**src/rtl/i2c_read_arbiter.sv**
```systemverilog
// Round-robin arbiter that shares one I2C register-read engine between N requesters.
// Latches the winning request, runs the engine, and returns data/error to the winner only.
module i2c_read_arbiter #(
  parameter int N       = 4,
  parameter int TIMEOUT = 4096,
  parameter int CW      = 13
) (
  input  logic             clock,
  input  logic             reset,
  input  logic [N-1:0]     req,
  input  logic [7*N-1:0]   req_worker,
  input  logic [8*N-1:0]   req_reg,
  output logic [N-1:0]     rsp_valid,
  output logic [7:0]       rsp_data,
  output logic             rsp_err,
  output logic [N-1:0]     grant,
  output logic             eng_start,
  output logic [6:0]       eng_worker,
  output logic [7:0]       eng_reg,
  output logic             eng_abort,
  input  logic             eng_busy,
  input  logic             eng_done,
  input  logic             eng_nack,
  input  logic [7:0]       eng_data
);

  localparam int PW = (N > 1) ? $clog2(N) : 1;

  typedef enum logic [1:0] {
    S_IDLE,
    S_ISSUE,
    S_WAIT,
    S_RESPOND
  } state_t;

  state_t          r_state;
  logic [PW-1:0]   r_ptr;
  logic [PW-1:0]   r_gidx;
  logic [CW-1:0]   r_cnt;
  logic [N-1:0]    r_grant;
  logic [N-1:0]    r_rsp_valid;
  logic [7:0]      r_rsp_data;
  logic            r_rsp_err;
  logic            r_eng_start;
  logic            r_eng_abort;
  logic [6:0]      r_eng_worker;
  logic [7:0]      r_eng_reg;

  logic            w_found;
  logic [PW-1:0]   w_win;
  logic [PW-1:0]   w_idx;
  logic [6:0]      w_worker;
  logic [7:0]      w_reg;

  // First set request bit searching upward from the pointer, wrapping at N-1.
  always_comb begin
    w_found = 1'b0;
    w_win   = '0;
    w_idx   = '0;
    for (int unsigned i = 0; i < N; i++) begin
      w_idx = PW'((32'(r_ptr) + i) % N);
      if (!w_found && req[w_idx]) begin
        w_found = 1'b1;
        w_win   = w_idx;
      end
    end
  end

  always_comb begin
    w_worker = '0;
    w_reg    = '0;
    for (int unsigned i = 0; i < N; i++) begin
      if (w_win == PW'(i)) begin
        w_worker = req_worker[7*i +: 7];
        w_reg    = req_reg[8*i +: 8];
      end
    end
  end

  always_ff @(posedge clock or posedge reset) begin
    if (reset) begin
      r_state      <= S_IDLE;
      r_ptr        <= '0;
      r_gidx       <= '0;
      r_cnt        <= '0;
      r_grant      <= '0;
      r_rsp_valid  <= '0;
      r_rsp_data   <= '0;
      r_rsp_err    <= 1'b0;
      r_eng_start  <= 1'b0;
      r_eng_abort  <= 1'b0;
      r_eng_worker <= '0;
      r_eng_reg    <= '0;
    end else begin
      r_eng_start <= 1'b0;
      r_eng_abort <= 1'b0;
      r_rsp_valid <= '0;
      case (r_state)
        S_IDLE: begin
          if (w_found && !eng_busy) begin
            r_grant      <= {{(N-1){1'b0}}, 1'b1} << w_win;
            r_gidx       <= w_win;
            r_eng_worker <= w_worker;
            r_eng_reg    <= w_reg;
            r_eng_start  <= 1'b1;
            r_cnt        <= '0;
            r_state      <= S_ISSUE;
          end
        end
        // Counter holds cycles since eng_start, so abort lands TIMEOUT cycles after it.
        S_ISSUE: begin
          r_cnt   <= r_cnt + CW'(1);
          r_state <= S_WAIT;
        end
        S_WAIT: begin
          r_cnt <= r_cnt + CW'(1);
          if (eng_done) begin
            r_rsp_data  <= eng_data;
            r_rsp_err   <= eng_nack;
            r_rsp_valid <= r_grant;
            r_state     <= S_RESPOND;
          end else if (r_cnt == CW'(TIMEOUT - 1)) begin
            r_eng_abort <= 1'b1;
            r_rsp_data  <= 8'h00;
            r_rsp_err   <= 1'b1;
            r_rsp_valid <= r_grant;
            r_state     <= S_RESPOND;
          end
        end
        S_RESPOND: begin
          r_grant <= '0;
          r_ptr   <= (r_gidx == PW'(N - 1)) ? '0 : r_gidx + PW'(1);
          r_state <= S_IDLE;
        end
        default: r_state <= S_IDLE;
      endcase
    end
  end

  assign rsp_valid  = r_rsp_valid;
  assign rsp_data   = r_rsp_data;
  assign rsp_err    = r_rsp_err;
  assign grant      = r_grant;
  assign eng_start  = r_eng_start;
  assign eng_worker = r_eng_worker;
  assign eng_reg    = r_eng_reg;
  assign eng_abort  = r_eng_abort;

endmodule

```
**config.mk**
```make
export PLATFORM = sky130hd
export DESIGN_NAME = i2c_read_arbiter
export DESIGN_NICKNAME = d
export VERILOG_FILES = /design/src/rtl/i2c_read_arbiter.sv
export SDC_FILE = /design/constraint.sdc
export NUM_CORES = 1
export LEC_CHECK = 0
export BUFFER_PORTS_ARGS = -buffer_cell sky130_fd_sc_hd__buf_4
export CAP_MARGIN = 20
export CORE_ASPECT_RATIO = 0.6
export CORE_UTILIZATION = 45
export CTS_CLUSTER_DIAMETER = 60
export DETAILED_ROUTE_END_ITERATION = 6
export GPL_ROUTABILITY_DRIVEN = 1
export GPL_TIMING_DRIVEN = 0
export PLACE_DENSITY = 0.84
export SETUP_SLACK_MARGIN = 0.15
export SLEW_MARGIN = 40
export SYNTH_ARGS = -nofsm -noshare
export SYNTH_HDL_FRONTEND = slang
export SYNTH_SLANG_ARGS = --single-unit
export TNS_END_PERCENT = 10
```
**constraint.sdc**
```tcl
create_clock -name clock -period 5.34 [get_ports clock]
set_input_delay 0.267 -clock clock [delete_from_list [all_inputs] [get_ports clock]]
set_output_delay 0.267 -clock clock [all_outputs]
set_load 0.02 [all_outputs]
```
==> impl_metrics.json <==
{
  "status": "finished clean",
  "grt_overflow": 0,
  "syn_nets": 330,
  "largest_register_ffs": 13,
  "postCtsHoldBufs": 1,
  "worst_ep_arrival_time_ns": 2.18,
  "vias": 2378,
  "cts_resized": 0,
  "dr.pass1.iters": 4,
  "drv_cap": 0,
  "async_flop_share_pct": 100.0,
  "tns_ns": 0,
  "synth_area_leaders": "dfrtp_1 (49%), mux2i_1 (10%), o221ai_1 (4.6%)",
  "synth_cells": 247,
  "power_leakage_nw": 1.906,
  "clock.fmax_mhz": 496.9,
  "synth_cell_types": 50,
  "cts-root-buf": "clkbuf_8",
  "fin_crit_ns": 2.012,
  "synth_seq_area_share_pct": 49.23,
  "routabilityCongestion": 0.7942,
  "grt_antenna_before_repair": 0,
  "die_x_um": 101.9,
  "drt-total-wl_um": 6782,
  "critPathLaunchType": "register",
  "drtIter0Drc": 82,
  "yosysTopAreaCell": "dfrtp_1",
  "clk_pin_slew_ns": 0.10,
  "grt_pass1_wl_um": 10280,
  "cts_buffers": 5,
  "critPathKind": "register to register",
  "ir_worst_vdd_v": 0.0002102,
  "path_max_fanout": 10,
  "finalHoldViolations": 0,
  "critPathCaptureType": "register",
  "grt_start_max_net_pins": 38,
  "worst_slack_ns": 3.328,
  "rsz0062_at_grt": "no",
  "crit_required_ns": 5.51,
  "clkLatencyLatePin_ns": 0.31,
  "period_share_pct": 37.69,
  "initial_core_util_pct": 47.46,
  "nets": 449,
  "synth_area_sq_um": 2694,
  "synthFlopType": "dfrtp_1",
  "cts.path.max_buffers": 2,
  "grt_pass1_vias": 2198,
  "boundaryPins": 111,
  "routedWlPerCell_um": 15.17,
  "post_synth.cell_area_avg_sq_um": 10.91,
  "ant_nets": 0,
  "postCtsSetupBuffers": 0,
  "die_area_sq_um": 6310,
  "placedCellCount": 438,
  "grt_usage_pct": 21.46,
  "finalPower_mw": 1.822,
  "hp-class": "primary input to register",
  "port_buffers": 110,
  "final_cells": 447,
  "core_area_sq_um": 5675,
  "tightest_slew_ns": 0.6310,
  "row_count": 21,
  "htreeDepth": 2,
  "drc_errors": 0,
  "hpwl_um": 5268,
  "drive_above_1_share_pct": 38.15,
  "num-fill-cells": 445,
  "synth_edf_count": 0,
  "die_h_um": 61.93,
  "n_antenna_cell": 0,
  "via_per_inst": 5.320,
  "ys_seq_elements": 53,
  "slew-limit-headroom_pct": 57.78,
  "setup_viol": 0,
  "pre_cts_slack_ns": 3.357,
  "fin_skew_ns": 0.009879,
  "tritoncts": "done",
  "final_max_slew_viol_count": 0,
  "hold_slack_ns": 0.1744,
  "yosysWarnings": 0,
  "clock-sinks": 53,
  "powerDensity_nw_per_um2": 487.2,
  "yosysTopAreaCellShare_pct": 49.23,
  "syn_to_final_growth_pct": 38.78
}
## path summary, 6_finish.rpt
check / cells past startpoint / slack, ns / startpoint / end
worst min register to register: 2 / 0.50 / eng_worker[6]$_DFFE_PP0P_ / eng_worker[6]$_DFFE_PP0P_
max in group asynchronous: 4 / 4.45 / reset / r_cnt[3]$_DFFE_PP0P_
worst max register to register: 6 / 3.33 / r_state[0]$_DFFE_PP0P_ / r_cnt[5]$_DFFE_PP0P_
worst min-delay path: 2 / 0.17 / eng_data[0] / rsp_data[0]$_DFFE_PP0P_
min in group asynchronous: 3 / 0.44 / reset / rsp_data[4]$_DFFE_PP0P_
worst max-delay path: 6 / 3.33 / r_state[0]$_DFFE_PP0P_ / r_cnt[5]$_DFFE_PP0P_
## synth_stat cells (all sizes together) (2+ instances only)
library cell,instances
mux2,3
a221oi,2
o41ai,2
nand2,29
a22o,8
inv,10
o221ai,14
buf,9
nand2b,4
ha,6
nor2,13
mux2i,28
nor2b,2
a21oi,4
dfrtp,53
o21ai,15
nor3,6
and2,6
nor3b,3
xnor2,8
nand3,5
## final cells by class
class | instances | area (sq um) | area share (%)
well taps | 80 | 100.1 | 2.677
clock inverters | 2 | 13.76 | 0.3681
plain buffers | 9 | 57.56 | 1.539
clock buffers | 6 | 72.57 | 1.941
inverters | 10 | 40.04 | 1.071
multi-input cells | 175 | 1272 | 34.04
repair buffers | 112 | 855.8 | 22.89
flip-flops and latches | 53 | 1326 | 35.48
## metal layers
layer	part of all wire (%)	GRT usage, %
met1	47	30.50
met2	46	33.78
met3	5.0	4.139
met4	2.2	7.143
met5	0	0
## power by group
group | total, mW | switching (mW) | internal, mW | leakage [nW]
clock network | 0.230 | 0.136 | 0.0938 | 0.0456
registers | 0.632 | 0.0899 | 0.542 | 0.685
logic | 0.960 | 0.525 | 0.435 | 1.18
total | 1.82 | 0.751 | 1.07 | 1.91
## stage by stage
step           cell area, sq um  utilization [%]
6_report                   3739            65.87
5_1_grt                    3739            65.87
4_1_cts                    3739            65.87
3_5_place_dp               3642            64.18
3_3_place_gp               3620            63.78
2_1_floorplan              2694                -
## placed cells by master (no fill, tap or decap), types with 8 or more instances in the layout
cell / count
o21ai_0: 13
nor2_1: 12
inv_1: 8
buf_4: 113
dfrtp_1: 53
xnor2_1: 8
a22o_1: 8
mux2i_1: 28
o221ai_1: 14
nand2_1: 28
## worst max-delay path, stage by stage, from the launching register on
cell and delay (ns):
dfrtp_1 0.40, inv_1 0.13, ha_1 0.32, nand3_2 0.17, buf_2 0.23, nor2_1 0.51, nor2_1 0.12
## kinds of logic after synthesis
kind of cell             after synthesis  share of synthesized area (%)
multiplexers                          31                          11.66
XOR/XNOR                               8                          2.601
adder cells (fa/ha/maj)                6                          2.787
AO/OA/AOI/OAI                         54                          15.75
buffers and inverters                 19                          3.530
AND/OR/NAND/NOR                       76                          14.45
flip-flops                            53                          49.23
No activity file was read; power rests on OpenSTA's default activity.
